`src/rtl/msrv32_dmem_if.sv`:
```
`timescale 1ns/1ps
// msrv32_dmem_if
// -----------------------------------------------------------------------------
// Bridges the core's single-request data-memory port onto an AHB-Lite master.
// One transfer is in flight at a time. Misaligned requests are rejected
// locally with an error completion. Loads return the raw bus word. The load
// unit uses ms_addr_lsb_out to pick out the byte or halfword lane.
//
// Optional feature: define DMEM_TIMEOUT_EN to bound the data phase. The
// transfer then ends with an error after TIMEOUT_CYCLES consecutive
// HREADY-low cycles. Without the macro the data phase waits indefinitely.
// -----------------------------------------------------------------------------
module msrv32_dmem_if #(
    parameter int unsigned TIMEOUT_CYCLES = 16
) (
    input  logic        clk_in,
    input  logic        rst_in,
    // core side
    input  logic        ms_req_in,
    input  logic        ms_we_in,
    input  logic [31:0] ms_addr_in,
    input  logic [1:0]  ms_size_in,
    input  logic [31:0] ms_wdata_in,
    output logic        ms_busy_out,
    output logic        ms_done_out,
    output logic [31:0] ms_rdata_out,
    output logic [1:0]  ms_addr_lsb_out,
    output logic        ms_resp_out,
    // AHB-Lite master side
    output logic [31:0] haddr_out,
    output logic [1:0]  htrans_out,
    output logic        hwrite_out,
    output logic [2:0]  hsize_out,
    output logic [31:0] hwdata_out,
    input  logic [31:0] hrdata_in,
    input  logic        hready_in,
    input  logic        hresp_in
);

    typedef enum logic [1:0] {
        S_IDLE = 2'b00,
        S_ADDR = 2'b01,
        S_DATA = 2'b10,
        S_ERR  = 2'b11
    } state_e;

    localparam logic [1:0] HTRANS_IDLE   = 2'b00;
    localparam logic [1:0] HTRANS_NONSEQ = 2'b10;

    // A zero timeout would leave the data phase with no legal length.
    if (TIMEOUT_CYCLES < 1) begin : g_bad_timeout
        $error("msrv32_dmem_if: TIMEOUT_CYCLES must be at least 1");
    end

    // Size encodings and alignment: halves need addr[0]=0, words addr[1:0]=0.
    // Size 11 is not a legal core request and is always rejected.
    function automatic logic is_misaligned(input logic [1:0] size,
                                           input logic [1:0] lsb);
        logic bad;
        case (size)
            2'b00:   bad = 1'b0;
            2'b01:   bad = lsb[0];
            2'b10:   bad = (lsb != 2'b00);
            default: bad = 1'b1;
        endcase
        return bad;
    endfunction

    // The slave picks its lane from HADDR. Replicating the right-justified
    // store data across every lane means no shifter keyed on the address.
    function automatic logic [31:0] lane_replicate(input logic [1:0]  size,
                                                   input logic [31:0] data);
        logic [31:0] lanes;
        case (size)
            2'b00:   lanes = {4{data[7:0]}};
            2'b01:   lanes = {2{data[15:0]}};
            default: lanes = data;
        endcase
        return lanes;
    endfunction

    state_e      state_q,  state_d;
    logic [31:0] addr_q,   addr_d;
    logic [1:0]  size_q,   size_d;
    logic        we_q,     we_d;
    logic [31:0] hwdata_q, hwdata_d;
    logic [31:0] rdata_q,  rdata_d;
    logic        done_q,   done_d;
    logic        resp_q,   resp_d;

`ifdef DMEM_TIMEOUT_EN
    localparam int unsigned CNT_W = $clog2(TIMEOUT_CYCLES + 1);
    // The phase ends on the low cycle that would bring the count to TIMEOUT_CYCLES.
    localparam logic [CNT_W-1:0] TMO_LAST = CNT_W'(TIMEOUT_CYCLES - 1);

    logic [CNT_W-1:0] tmo_cnt_q, tmo_cnt_d;
`endif

    // Next-state and next-register logic for the transfer FSM.
    always_comb begin
        // NOTE: every _d starts from its hold value (pulses from 0), so no
        // branch below can leave a signal unassigned and infer a latch.
        state_d  = state_q;
        addr_d   = addr_q;
        size_d   = size_q;
        we_d     = we_q;
        hwdata_d = hwdata_q;
        rdata_d  = rdata_q;
        done_d   = 1'b0;
        resp_d   = 1'b0;
`ifdef DMEM_TIMEOUT_EN
        tmo_cnt_d = tmo_cnt_q;
`endif

        case (state_q)
            S_IDLE: begin
                if (ms_req_in) begin
                    addr_d   = ms_addr_in;
                    size_d   = ms_size_in;
                    we_d     = ms_we_in;
                    hwdata_d = lane_replicate(ms_size_in, ms_wdata_in);
                    if (is_misaligned(ms_size_in, ms_addr_in[1:0])) begin
                        // Rejected without touching the bus; completes next cycle.
                        done_d = 1'b1;
                        resp_d = 1'b1;
                    end else begin
                        state_d = S_ADDR;
                    end
                end
            end

            S_ADDR: begin
                // Address and control stay registered until the slave takes them.
                if (hready_in) begin
                    state_d = S_DATA;
`ifdef DMEM_TIMEOUT_EN
                    tmo_cnt_d = '0;
`endif
                end
            end

            S_DATA: begin
                if (hresp_in) begin
                    if (hready_in) begin
                        // Slave collapsed the two-cycle error; finish it here.
                        done_d  = 1'b1;
                        resp_d  = 1'b1;
                        state_d = S_IDLE;
                    end else begin
                        state_d = S_ERR;
                    end
                end else if (hready_in) begin
                    if (!we_q) begin
                        rdata_d = hrdata_in;
                    end
                    done_d  = 1'b1;
                    state_d = S_IDLE;
                end
`ifdef DMEM_TIMEOUT_EN
                else if (tmo_cnt_q == TMO_LAST) begin
                    done_d  = 1'b1;
                    resp_d  = 1'b1;
                    state_d = S_IDLE;
                end else begin
                    tmo_cnt_d = tmo_cnt_q + 1'b1;
                end
`endif
            end

            S_ERR: begin
                // Second cycle of the AHB error response.
                if (hready_in) begin
                    done_d  = 1'b1;
                    resp_d  = 1'b1;
                    state_d = S_IDLE;
                end
            end

            default: state_d = S_IDLE;
        endcase
    end

    // State and datapath registers with synchronous active-low reset.
    always_ff @(posedge clk_in) begin
        // NOTE: the datapath registers are reset along with the state. They
        // drive outputs directly, and those outputs must read 0 after reset.
        if (!rst_in) begin
            state_q  <= S_IDLE;
            addr_q   <= '0;
            size_q   <= '0;
            we_q     <= 1'b0;
            hwdata_q <= '0;
            rdata_q  <= '0;
            done_q   <= 1'b0;
            resp_q   <= 1'b0;
`ifdef DMEM_TIMEOUT_EN
            tmo_cnt_q <= '0;
`endif
        end else begin
            // NOTE: non-blocking assignments, so every register samples the
            // values from before the edge, whatever the statement order.
            state_q  <= state_d;
            addr_q   <= addr_d;
            size_q   <= size_d;
            we_q     <= we_d;
            hwdata_q <= hwdata_d;
            rdata_q  <= rdata_d;
            done_q   <= done_d;
            resp_q   <= resp_d;
`ifdef DMEM_TIMEOUT_EN
            tmo_cnt_q <= tmo_cnt_d;
`endif
        end
    end

    // Core-side outputs. The response flag only ever rises together with done.
    assign ms_busy_out     = (state_q != S_IDLE);
    assign ms_done_out     = done_q;
    assign ms_resp_out     = resp_q;
    assign ms_rdata_out    = rdata_q;
    assign ms_addr_lsb_out = addr_q[1:0];

    // Bus outputs. NONSEQ is driven only in the address phase.
    assign htrans_out = (state_q == S_ADDR) ? HTRANS_NONSEQ : HTRANS_IDLE;
    assign haddr_out  = addr_q;
    assign hsize_out  = {1'b0, size_q};
    assign hwrite_out = we_q;
    assign hwdata_out = hwdata_q;

endmodule

```
`config.mk`:
```
export PLATFORM = sky130hd
export DESIGN_NAME = msrv32_dmem_if
export DESIGN_NICKNAME = d
export VERILOG_FILES = /design/src/rtl/msrv32_dmem_if.sv
export SDC_FILE = /design/constraint.sdc
export NUM_CORES = 1
export LEC_CHECK = 0
export ABC_AREA = 1
export CAP_MARGIN = 0
export CORE_ASPECT_RATIO = 0.6
export CORE_MARGIN = 1
export CORE_UTILIZATION = 39
export DETAILED_ROUTE_END_ITERATION = 7
export PLACE_DENSITY = 0.79
export SYNTH_ARGS = -nofsm -noshare
export SYNTH_HDL_FRONTEND = slang
export SYNTH_SLANG_ARGS = --single-unit
```
`constraint.sdc`:
```
create_clock -name clk_in -period 1.6 [get_ports clk_in]
set_clock_uncertainty 0.05 [all_clocks]
set_input_delay 0.24 -clock clk_in [delete_from_list [all_inputs] [get_ports clk_in]]
set_output_delay 0.24 -clock clk_in [all_outputs]
set_load 0.05 [all_outputs]
```
After elaboration in Yosys (flattened, before gate mapping)
Cells that the tools add are included. W data, S select, Z words.

Output and inout port bits: 107. RAM bits: 0. Word-level logic and storage cells: 44. Memories: 0. Bits in registers: 103. Memory bits (read-only): 0. Latch bits: 0. Bits of input ports: 104.

Divide/modulo/power cells: 0. Shift-type cells: 0. $lt $le $gt $ge: 0. Eq/ne operators: 8. Multiply operators: 0. Reductions and logical operators: 8. Add/sub/neg operators: 0. Bitwise gates (word level): 2. Multiplexer cells: 18.

Operator list (number): $pmux W32 S2 (1); $mux W2 (7); $pmux W2 S4 (1); $eq A2 B2 Y1 const B (3); $mux W1 (6); $ne A2 B2 Y1 const B (3); $pmux W1 S3 (2); $eq A2 B1 Y1 const B (2); $logic_not A2 Y1 (2); $reduce_and A4 Y1 (1); $reduce_bool A2 Y1 (2); $reduce_and A3 Y1 (1); $not A1 Y1 (2); $pmux W1 S2 (1); $reduce_and A2 Y1 (1); $reduce_or A2 Y1 (1).

Longest topological paths before layout
Gate-level depths: netlist of run 1.

Word-level depth: 7. Mapped depth: 7. Depth with buffers taken out: 6.

Least setup slack after synthesis of run 1
OpenSTA, ideal clock, no wires.

Path kind: register to register. Start: register we_q, in the netlist hwrite_out. End: register rdata_q[23], in the netlist ms_rdata_out[23]. Slack: 202 ps. Buffers on the path: 1. Setup time: 65 ps. Arrival: 1284 ps. Cell stages (with the launch flop): 6. Clock period less this slack: 1398 ps. Required time: 1485 ps. Cells stage by stage: dfxtp_1 -> nor2_1 -> nand4_4 -> clkbuf_1 -> o21ai_0 -> nor2_1.

Longest elaborated chain between the ends: 2.

RTL lines: start: declaration (line 85) `logic we_q, we_d;`; start signal: assignment (line 205) `we_q <= we_d;`; $not A1 Y1 (no line); $reduce_and A4 Y1 (no line); end signal: assignment (line 207) `rdata_q <= rdata_d;`; end: declaration (line 87) `logic [31:0] rdata_q, rdata_d;`.

Every way passes these cells. A chain may end at the register's enable or synchronous reset.

Worst setup path after layout of run 1
Start: register state_q[0]. End: output port htrans_out[1].

Longest elaborated chain between the ends: 2.

RTL lines: start: declaration (line 82) `state_e state_q, state_d;`; start signal: assignment (line 202) `state_q <= state_d;`; $eq A2 B1 Y1 (line 224) `assign htrans_out = (state_q == S_ADDR) ? HTRANS_NONSEQ : HTRANS_IDLE;`; $mux W2 (line 224); end: declaration (line 31) `output logic [1:0] htrans_out,`.

Every way passes these cells.

==> results of run 1 <==
[Yosys cell counts, types with 3 or more instances]
cell type  count  area share
a21oi_1       46       0.058
dfxtp_1      103        0.52
buf_2          7      0.0088
buf_4         16       0.030
nor2_1       134        0.13
nand3_1       17       0.021
inv_1          4      0.0038
inv_2          3      0.0028
o21ai_0       82        0.10
nand2_1       97       0.091
clkbuf_1      12       0.011
[logic make-up (layout without fill, tap and decap cells)]
group                  Yosys count  count (layout)  synth area share
AO/OA/AOI/OAI                  130             130             0.163
buffers and inverters           50             254            0.0692
flip-flops                     103             103             0.516
other                            1               2          0.000938
AND/OR/NAND/NOR                251             251             0.251
[worst max-delay path, stage by stage (launching register included)]
cell and delay, ns:
dfxtp_1 0.38, inv_2 0.10, nor2_1 0.19, buf_12 0.17
[layer usage]
| layer | vias to the layer above | GRT usage | wire length [microns] | share of wire |
|---|---|---|---|---|
| li1 | 2121 | - | - | - |
| met1 | 1946 | 0.286 | 5480 | 0.45 |
| met2 | 180 | 0.352 | 5590 | 0.46 |
| met3 | 14 | 0.0625 | 971 | 0.080 |
| met4 | 0 | 0.0770 | 145 | 0.012 |
| met5 | - | 0 | 0 | 0 |
[power by group through the flow]
| stage | Combinational, W | Clock (W) | Sequential [W] |
|---|---|---|---|
| floorplan | 0.000465 | 0 | 0.00339 |
| global placement | 0.00163 | 0 | 0.00286 |
| detailed placement | 0.00165 | 0 | 0.00287 |
| CTS | 0.00166 | 0.00236 | 0.00281 |
| global route | 0.00175 | 0.00245 | 0.00283 |
| finish | 0.00165 | 0.00230 | 0.00281 |
[worst paths after layout]
path,startpoint,end,depth (start not counted)
max reg2reg,state_q[1],hwdata_out[12],6
max,state_q[0],htrans_out[1],3
min reg2reg,hwdata_out[2],hwdata_out[2],2
min,rst_in,haddr_out[9],4
[cell type report]
type | instances | area (sq um)
Inverter | 10 | 40.0
Tap cell | 135 | 169
Clock buffer | 10 | 229
Fill cell | 825 | 3600
Clock inverter | 5 | 83.8
Sequential cell | 103 | 2060
Timing Repair Buffer | 229 | 2070
Multi-Input combinational cell | 383 | 1660
[sequential cells by signal, summed over array words and instances, names as in the netlist]
name	count
ms_resp_out	1
ms_rdata_out	32
size_q	2
haddr_out	32
hwdata_out	32
hwrite_out	1
state_q	2
ms_done_out	1
[metrics by stage]
| step | total power (W) | setup slack (ns) | utilization |
|---|---|---|---|
| finish | 0.00676 | 0.140 | 0.637 |
| global route | 0.00704 | 0.0509 | 0.637 |
| detailed placement | 0.00452 | -0.0679 | 0.606 |
| global placement | 0.00449 | -0.0239 | 0.606 |
| floorplan | 0.00385 | 0.202 | - |
| CTS | 0.00683 | 0.119 | 0.637 |
[cells in the final DEF (no fill, tap or decap), drive strengths merged, types with 3 or more instances in the layout]
cell type,Yosys,final
dfxtp,103,103
nor2,135,135
a21oi,46,46
clkbuf,14,10
buf,26,127
nand2,97,97
clkdlybuf4s50,0,102
clkinv,2,3
nand3,18,18
o21ai,83,83
inv,8,8
==> impl_metrics.yaml, run 1 <==
cts:
  cts.repair.resized: 0
  post_cts_buffers: 0
  cts_tree: "yes"
  clk_path_buf_depth: 2
  cts-root-buf: "clkbuf_16"
  cts_hold_buf: 0
  cts_sinks: 103
  cts_made_buffers: 9
  clk_latency_ns: 0.34
  ctsHtreeMaxLevel: 3
  cts.clk_slew.worst_paths_ns: 0.07
critical_path:
  startpoint_type: "register"
  crit_path_end_kind: "primary output"
  r2r_slack_ns: 0.26
  arrival_ns: 1.17
  cp.required_ns: 1.31
  path_class: "reg -> out"
  critPathMaxFanout: 5
floorplan:
  die_x_microns: 133
  initial_core_util: 0.403
  core_area_sq_um: 9910
  die_h_microns: 80.4
  die_area_sq_um: 10700
  io_pins: 211
  num_rows: 28
placed_design:
  dp.cells: 860
  dpl-instance-area_sq_um: 6010
  gp_congestion: 0.891
  io_buffers: 208
  detailed_place_hpwl_microns: 9060
final_layout:
  areaGrowthSynthToFinish_pct: 58.1
  final_nets: 840
  num_antenna_cells: 0
  drive_gt1_frac: 0.200
  post-route-cell-area_sq_um: 6320
  fin_cells: 875
synth:
  syn_inst: 535
  synth_edf_count: 0
  synth.yosys.seq_area_share: 0.516
  ys_types: 22
  avgSynthCellArea_sq_um: 7.47
  synthFlopType: "dfxtp_1"
  synthArstFlopShare: 0
  syn-cell-area_sq_um: 4000
  synth_warnings: 0
  synth-seq-cells: 103
global_route:
  grt_max_degree: 45
  antenna_found_initial: 0
  grt_pass1_wl_microns: 18500
  gr-usage-all-layers: 0.220
  overflow: 0
  grt_pass1_vias: 3787
detailed_routing:
  firstDrtPassIters: 4
  viasPerCell: 4.87
  drt-total-wl_microns: 12200
  routedWlPerCell_microns: 13.9
  drt_first_iter_violations: 199
  route.detailed.drc: 0
  vias: 4261
  ant_nets: 0
timing:
  rsz0062_at_grt: "no"
  setup_viol: 0
  hold_viol: 0
  setup-tns-final_ns: 0
  fin_crit_sh: 0.912
  timing.hold.ws_ns: 0.370
  slew_viol_final: 0
  finalCriticalPeriod_ns: 1.46
  max_freq_mhz: 685
power:
  internal-power_w: 0.00471
  seq_power_share: 0.416
  pwr-share-comb: 0.244
  p_leak_nw: 2.75
  p_switching_w: 0.00206
  clkPwrFrac: 0.340
  vdd_ir_drop_max_mv: 0.575
  power_density_nw_per_um2: 1070
  p_sw_frac: 0.304
run_status:
  outcome: "completed"
job:
  max_cap_violations: 0
hold_path:
  hold_class: "in -> reg"
(Power assumes the default switching activity.)
==> inputs of run 2 (changes only) <==
- SLEW_MARGIN: not set -> 20
==> results of run 2 <==
No change in the layout: final DEF, timing and power equal those of run 1.
